--- config.mk ---
export PLATFORM = sky130hd
export DESIGN_NAME = mult4_seq_ctrl
export DESIGN_NICKNAME = d
export VERILOG_FILES = /design/src/rtl/mult4_seq_ctrl.sv
export SDC_FILE = /design/constraint.sdc
export NUM_CORES = 1
export LEC_CHECK = 0
export ABC_AREA = 1
export CORE_MARGIN = 8
export CORE_UTILIZATION = 45
export CTS_BUF_LIST = sky130_fd_sc_hd__clkbuf_8
export DETAILED_ROUTE_END_ITERATION = 8
export HOLD_SLACK_MARGIN = 0.02
export PLACE_DENSITY = 0.77
export SYNTH_ARGS = -nofsm -noshare
export SYNTH_HDL_FRONTEND = slang
export SYNTH_SLANG_ARGS = --single-unit
export TNS_END_PERCENT = 10
--- constraint.sdc ---
create_clock -name clk -period 2.1 [get_ports clk]
set_input_delay 0.42 -clock clk [delete_from_list [all_inputs] [get_ports clk]]
set_output_delay 0.42 -clock clk [all_outputs]
set_load 0.01 [all_outputs]
--- src/rtl/mult4_seq_ctrl.sv ---
// Sequencing wrapper around the combinational mult4 array multiplier.
// Accepts operand pairs, holds them for a settle time, then registers the product and a running accumulator.
module mult4_seq_ctrl #(
  parameter int ACC_W         = 12,
  parameter int SETTLE_CYCLES = 1
) (
  input  logic             clk,
  input  logic             rst_n,
  input  logic             in_valid,
  output logic             in_ready,
  input  logic [3:0]       in_a,
  input  logic [3:0]       in_b,
  input  logic [1:0]       in_op,
  output logic [3:0]       mult_a,
  output logic [3:0]       mult_b,
  input  logic [7:0]       mult_p,
  output logic             out_valid,
  input  logic             out_ready,
  output logic [7:0]       out_p,
  output logic [ACC_W-1:0] out_acc,
  output logic             acc_ovf
);

  localparam int CNT_W = $clog2(SETTLE_CYCLES + 1);

  localparam logic [1:0] OP_MAC = 2'b01;
  localparam logic [1:0] OP_CLR = 2'b10;

  typedef enum logic [1:0] {
    IDLE   = 2'd0,
    SETTLE = 2'd1,
    HOLD   = 2'd2
  } state_t;

  state_t           state_reg;
  state_t           state_next;
  logic [CNT_W-1:0] cnt_reg;
  logic [1:0]       op_reg;
  logic [3:0]       mult_a_reg;
  logic [3:0]       mult_b_reg;
  logic [7:0]       out_p_reg;
  logic [ACC_W-1:0] out_acc_reg;
  logic             acc_ovf_reg;
  logic             out_valid_reg;

  logic             accept;
  logic             capture;
  logic [ACC_W:0]   mac_sum;

  assign accept  = in_valid & in_ready;
  // The product is sampled on the edge that would take the counter to zero.
  assign capture = (state_reg == SETTLE) && (cnt_reg == CNT_W'(1));
  assign mac_sum = {1'b0, out_acc_reg} + (ACC_W + 1)'(mult_p);

  always_ff @(posedge clk or negedge rst_n) begin
    if (!rst_n) begin
      state_reg <= IDLE;
    end else begin
      state_reg <= state_next;
    end
  end

  always_comb begin
    state_next = state_reg;
    case (state_reg)
      IDLE:    if (accept)    state_next = SETTLE;
      SETTLE:  if (capture)   state_next = HOLD;
      HOLD:    if (out_ready) state_next = IDLE;
      default:                state_next = IDLE;
    endcase
  end

  always_comb begin
    in_ready = rst_n && (state_reg == IDLE);
  end

  always_ff @(posedge clk or negedge rst_n) begin
    if (!rst_n) begin
      cnt_reg       <= '0;
      op_reg        <= '0;
      mult_a_reg    <= '0;
      mult_b_reg    <= '0;
      out_p_reg     <= '0;
      out_acc_reg   <= '0;
      acc_ovf_reg   <= 1'b0;
      out_valid_reg <= 1'b0;
    end else begin
      if (accept) begin
        mult_a_reg <= in_a;
        mult_b_reg <= in_b;
        op_reg     <= in_op;
        cnt_reg    <= CNT_W'(SETTLE_CYCLES);
      end else if (state_reg == SETTLE) begin
        cnt_reg <= cnt_reg - CNT_W'(1);
      end

      if (capture) begin
        out_valid_reg <= 1'b1;
        case (op_reg)
          OP_CLR: begin
            out_p_reg   <= '0;
            out_acc_reg <= '0;
            acc_ovf_reg <= 1'b0;
          end
          OP_MAC: begin
            out_p_reg   <= mult_p;
            out_acc_reg <= mac_sum[ACC_W-1:0];
            if (mac_sum[ACC_W]) acc_ovf_reg <= 1'b1;
          end
          // MUL and the reserved encoding only refresh the product.
          default: out_p_reg <= mult_p;
        endcase
      end else if ((state_reg == HOLD) && out_ready) begin
        out_valid_reg <= 1'b0;
      end
    end
  end

  assign mult_a    = mult_a_reg;
  assign mult_b    = mult_b_reg;
  assign out_p     = out_p_reg;
  assign out_acc   = out_acc_reg;
  assign acc_ovf   = acc_ovf_reg;
  assign out_valid = out_valid_reg;

endmodule

==> run summary, run 1 <==
CTS tree: yes
crit-path cells: clkdlybuf4s50_1 > ha_1 > fa_1 > nand2_1 > nand3_1 > nand3_1 > nand2_1 > nand2_1 > nand2_1 > nand3_1 > nand2_1
Least-Margin Pin Slew: 0.454 ns
Die X: 81.5 um
register area: 876 um^2
area growth from synthesis to layout: 34.9%
simple-gate area share of the yosys netlist: 26.1%
fin crit period: 1.91 ns
max-cap violations: 0
Post-Syn Instances: 228
HPWL Detailed: 3.43 mm
post-cts sizing count: 1
First-pass DRT Iterations: 4
Largest register FFs: 12
skew final: 0.00503 ns
Worst Hold Class: reg -> reg
Post-Route Setup TNS: 0 ns
IO buf count: 52
CP Class: in -> reg
Seq/Total Area, Yosys: 45.3%
critical path's slowest cell: clkdlybuf4s50_1
number of I/O pins: 53
routability cong.: 0.829
vias: 1649
hold_buf cts: 0
most common cell type on the critical path: nand2_1
clock tree sinks: 35
Rows: 24
core area: 4230 um^2
fin util: 61.6%
Die Ht: 81.5 um
power density cells: 1240 nW/um^2
Clk Latency, worst-skew pair: 0.28 ns
drt via density: 4.85
design area: 2610 um^2
area occupied by multi-input gates: 931 um^2
final antenna-violating net count: 0
CP Capture Type: flip-flop
drt drc: 0
status: completed
total CTS buffers: 5
CP Launch Type: primary input
Design Power: 0.00323 W
dpl cell area: 2540 um^2
syn nets: 261
Worst Path Arrival: 2.09 ns
Synth area leader: dfrtp_1
Adder-Cell Fraction of Synth Area: 7.51%
post-synthesis xor/xnor area fraction: 1.36%
GR Util All Layers: 14.0%
Max clock buf depth: 2
Most used DFF post-synth: dfrtp_1
Initial Utilization: 45.7%
Fin. Hold Viols: 0
total die area: 6650 um^2
number of global-route vias before repair: 1646
first-pass GRT wire length: 7.33 mm
Area contributors post-synth: dfrtp_1 45%, nand2_1 15%, ha_1 6.5%, inv_1 4.7%, nand3_1 4.1%
Post-CTS Setup Inserts: 0
largest family of logic cells by synthesized area: simple AND/OR/NAND/NOR gates
Synth top area share: 45.3%
post-synthesis compound-gate area fraction: 8.48%
Mapped Area: 1930 um^2
Post-synth top cells: 75 x nand2_1, 35 x dfrtp_1, 24 x inv_1
Root Buffer: clkbuf_8
synthesis-stage register bit count: 35
# setup viols final: 0
Syn. warnings: 0
Rel. slew slack: 69.7%
fmax: 524 MHz
crit path max fanout: 5
worst slack, placed: -0.0992 ns
Max IR drop VDD: 0.484 mV
wire per inst: 12.8 um
Final Max Tran Viols: 0
ys async rst share: 100%
P_leak: 1.32 nW
synth unique cells: 28
gr ovfl total: 0
syn_area_per_cell: 8.48 um^2
WP data required: 2.28 ns
slowest cell delay on critical path: 0.43 ns
setup ws final: 0.193 ns
multiplexer area fraction after synthesis: 4.66%
initial antenna violation count: 0
fillcell total: 375
Inserted Diodes: 0
nets: 322
largest net degree at the start of global routing: 36
final worst-path cycle share: 90.8%
Post-synth EDFFs: 0
drt total wl: 4.36 mm
most frequent cell after synthesis: nand2_1
initial DRC count: 74
H-tree Lvls: 2
clock-pin slew on the worst setup and hold paths: 0.07 ns
RSZ-0062 raised after global routing: no
layout cell share with drive strength beyond 1: 10.4%
## area by class of cell
type	count	area share, %
clock buffers	5	2.64
clock inverters	1	0.144
inverters	27	4.08
multi-input cells	163	35.7
flip-flops and latches	35	33.6
well taps	52	2.50
repair buffers	57	21.4
## report_power, final
group	switching, W	internal [W]
clock network	0.000225	0.000216
logic	0.000835	0.000816
registers	0.000190	0.000952
## final timing paths
kind                                   startpoint                     end  slack (ns)  depth (start not counted)
setup / recovery                        mult_p[0]     acc_ovf$_DFFE_PN0P_        0.19                         11
hold / removal              mult_a[1]$_DFFE_PN0P_   mult_a[1]$_DFFE_PN0P_        0.49                          1
setup reg to reg           out_acc[0]$_DFFE_PN0P_     acc_ovf$_DFFE_PN0P_        0.39                         10
hold reg to reg             mult_a[1]$_DFFE_PN0P_   mult_a[1]$_DFFE_PN0P_        0.49                          1
max in group asynchronous                   rst_n   mult_a[3]$_DFFE_PN0P_        1.17                          2
min in group asynchronous                   rst_n  out_acc[0]$_DFFE_PN0P_        0.61                          2
## stage by stage
| step | cells | hold WS [ns] |
|---|---|---|
| after detailed placement | 334 | 0.475 |
| final | 340 | 0.490 |
| after CTS | 340 | 0.493 |
| after floorplan | 228 | 0.124 |
| after global placement | 334 | 0.465 |
| after global routing | 340 | 0.497 |
## critical path: cells and delay by family
| kind | cells | cell delay [ns] |
|---|---|---|
| fa+ha+maj | 2 | 0.62 |
| simple gates | 8 | 0.61 |
| buf+inv | 1 | 0.43 |
## cells by family (layout without fill, tap and decap cells)
logic type | count (synthesis) | in the layout
adders and majority gates | 11 | 11
muxes | 8 | 8
and+or+nand+nor | 114 | 114
DFF | 35 | 35
buffers and inverters | 30 | 90
AOI/OAI and AO/OA | 27 | 27
xor gates and xnor gates | 3 | 3
## placed cells by master (no fill, tap or decap)
master	instances
nand2_1	75
clkdlybuf4s50_1	51
dfrtp_1	35
inv_1	25
nand3_1	16
nor2_1	14
o21ai_0	11
ha_1	10
a21oi_1	8
mux2_2	6
o21ai_2	5
clkbuf_8	5
buf_4	5
inv_2	2
nand2_2	2
mux2_1	2
nor2_8	2
xnor2_1	2
a22o_1	2
nor3b_2	1
nor2_2	1
nand4_1	1
nand3b_1	1
inv_6	1
and2_1	1
xor2_1	1
o31ai_1	1
fa_1	1
dlygate4sd2_1	1
## routing by layer
metal | part of all wire, % | GRT usage (%) | vias to the layer above | routed length (um)
met3 | 7.5 | 3.28 | 7 | 326
met1 | 45 | 17.2 | 742 | 1960
met5 | 0 | 0 | - | 0
met2 | 46 | 22.9 | 47 | 2010
li1 | - | - | 853 | -
met4 | 1.6 | 6.07 | 0 | 70
Power figures use the tool's default switching activity.
==> run 2, diff against run 1 <==
--- a/config.mk
+++ b/config.mk
@@ -12,6 +12,7 @@
 export DETAILED_ROUTE_END_ITERATION = 8
 export HOLD_SLACK_MARGIN = 0.02
 export PLACE_DENSITY = 0.77
+export SLEW_MARGIN = 5
 export SYNTH_ARGS = -nofsm -noshare
 export SYNTH_HDL_FRONTEND = slang
 export SYNTH_SLANG_ARGS = --single-unit
==> results of run 2 <==
Final layout, timing and power as in run 1 (identical DEF).
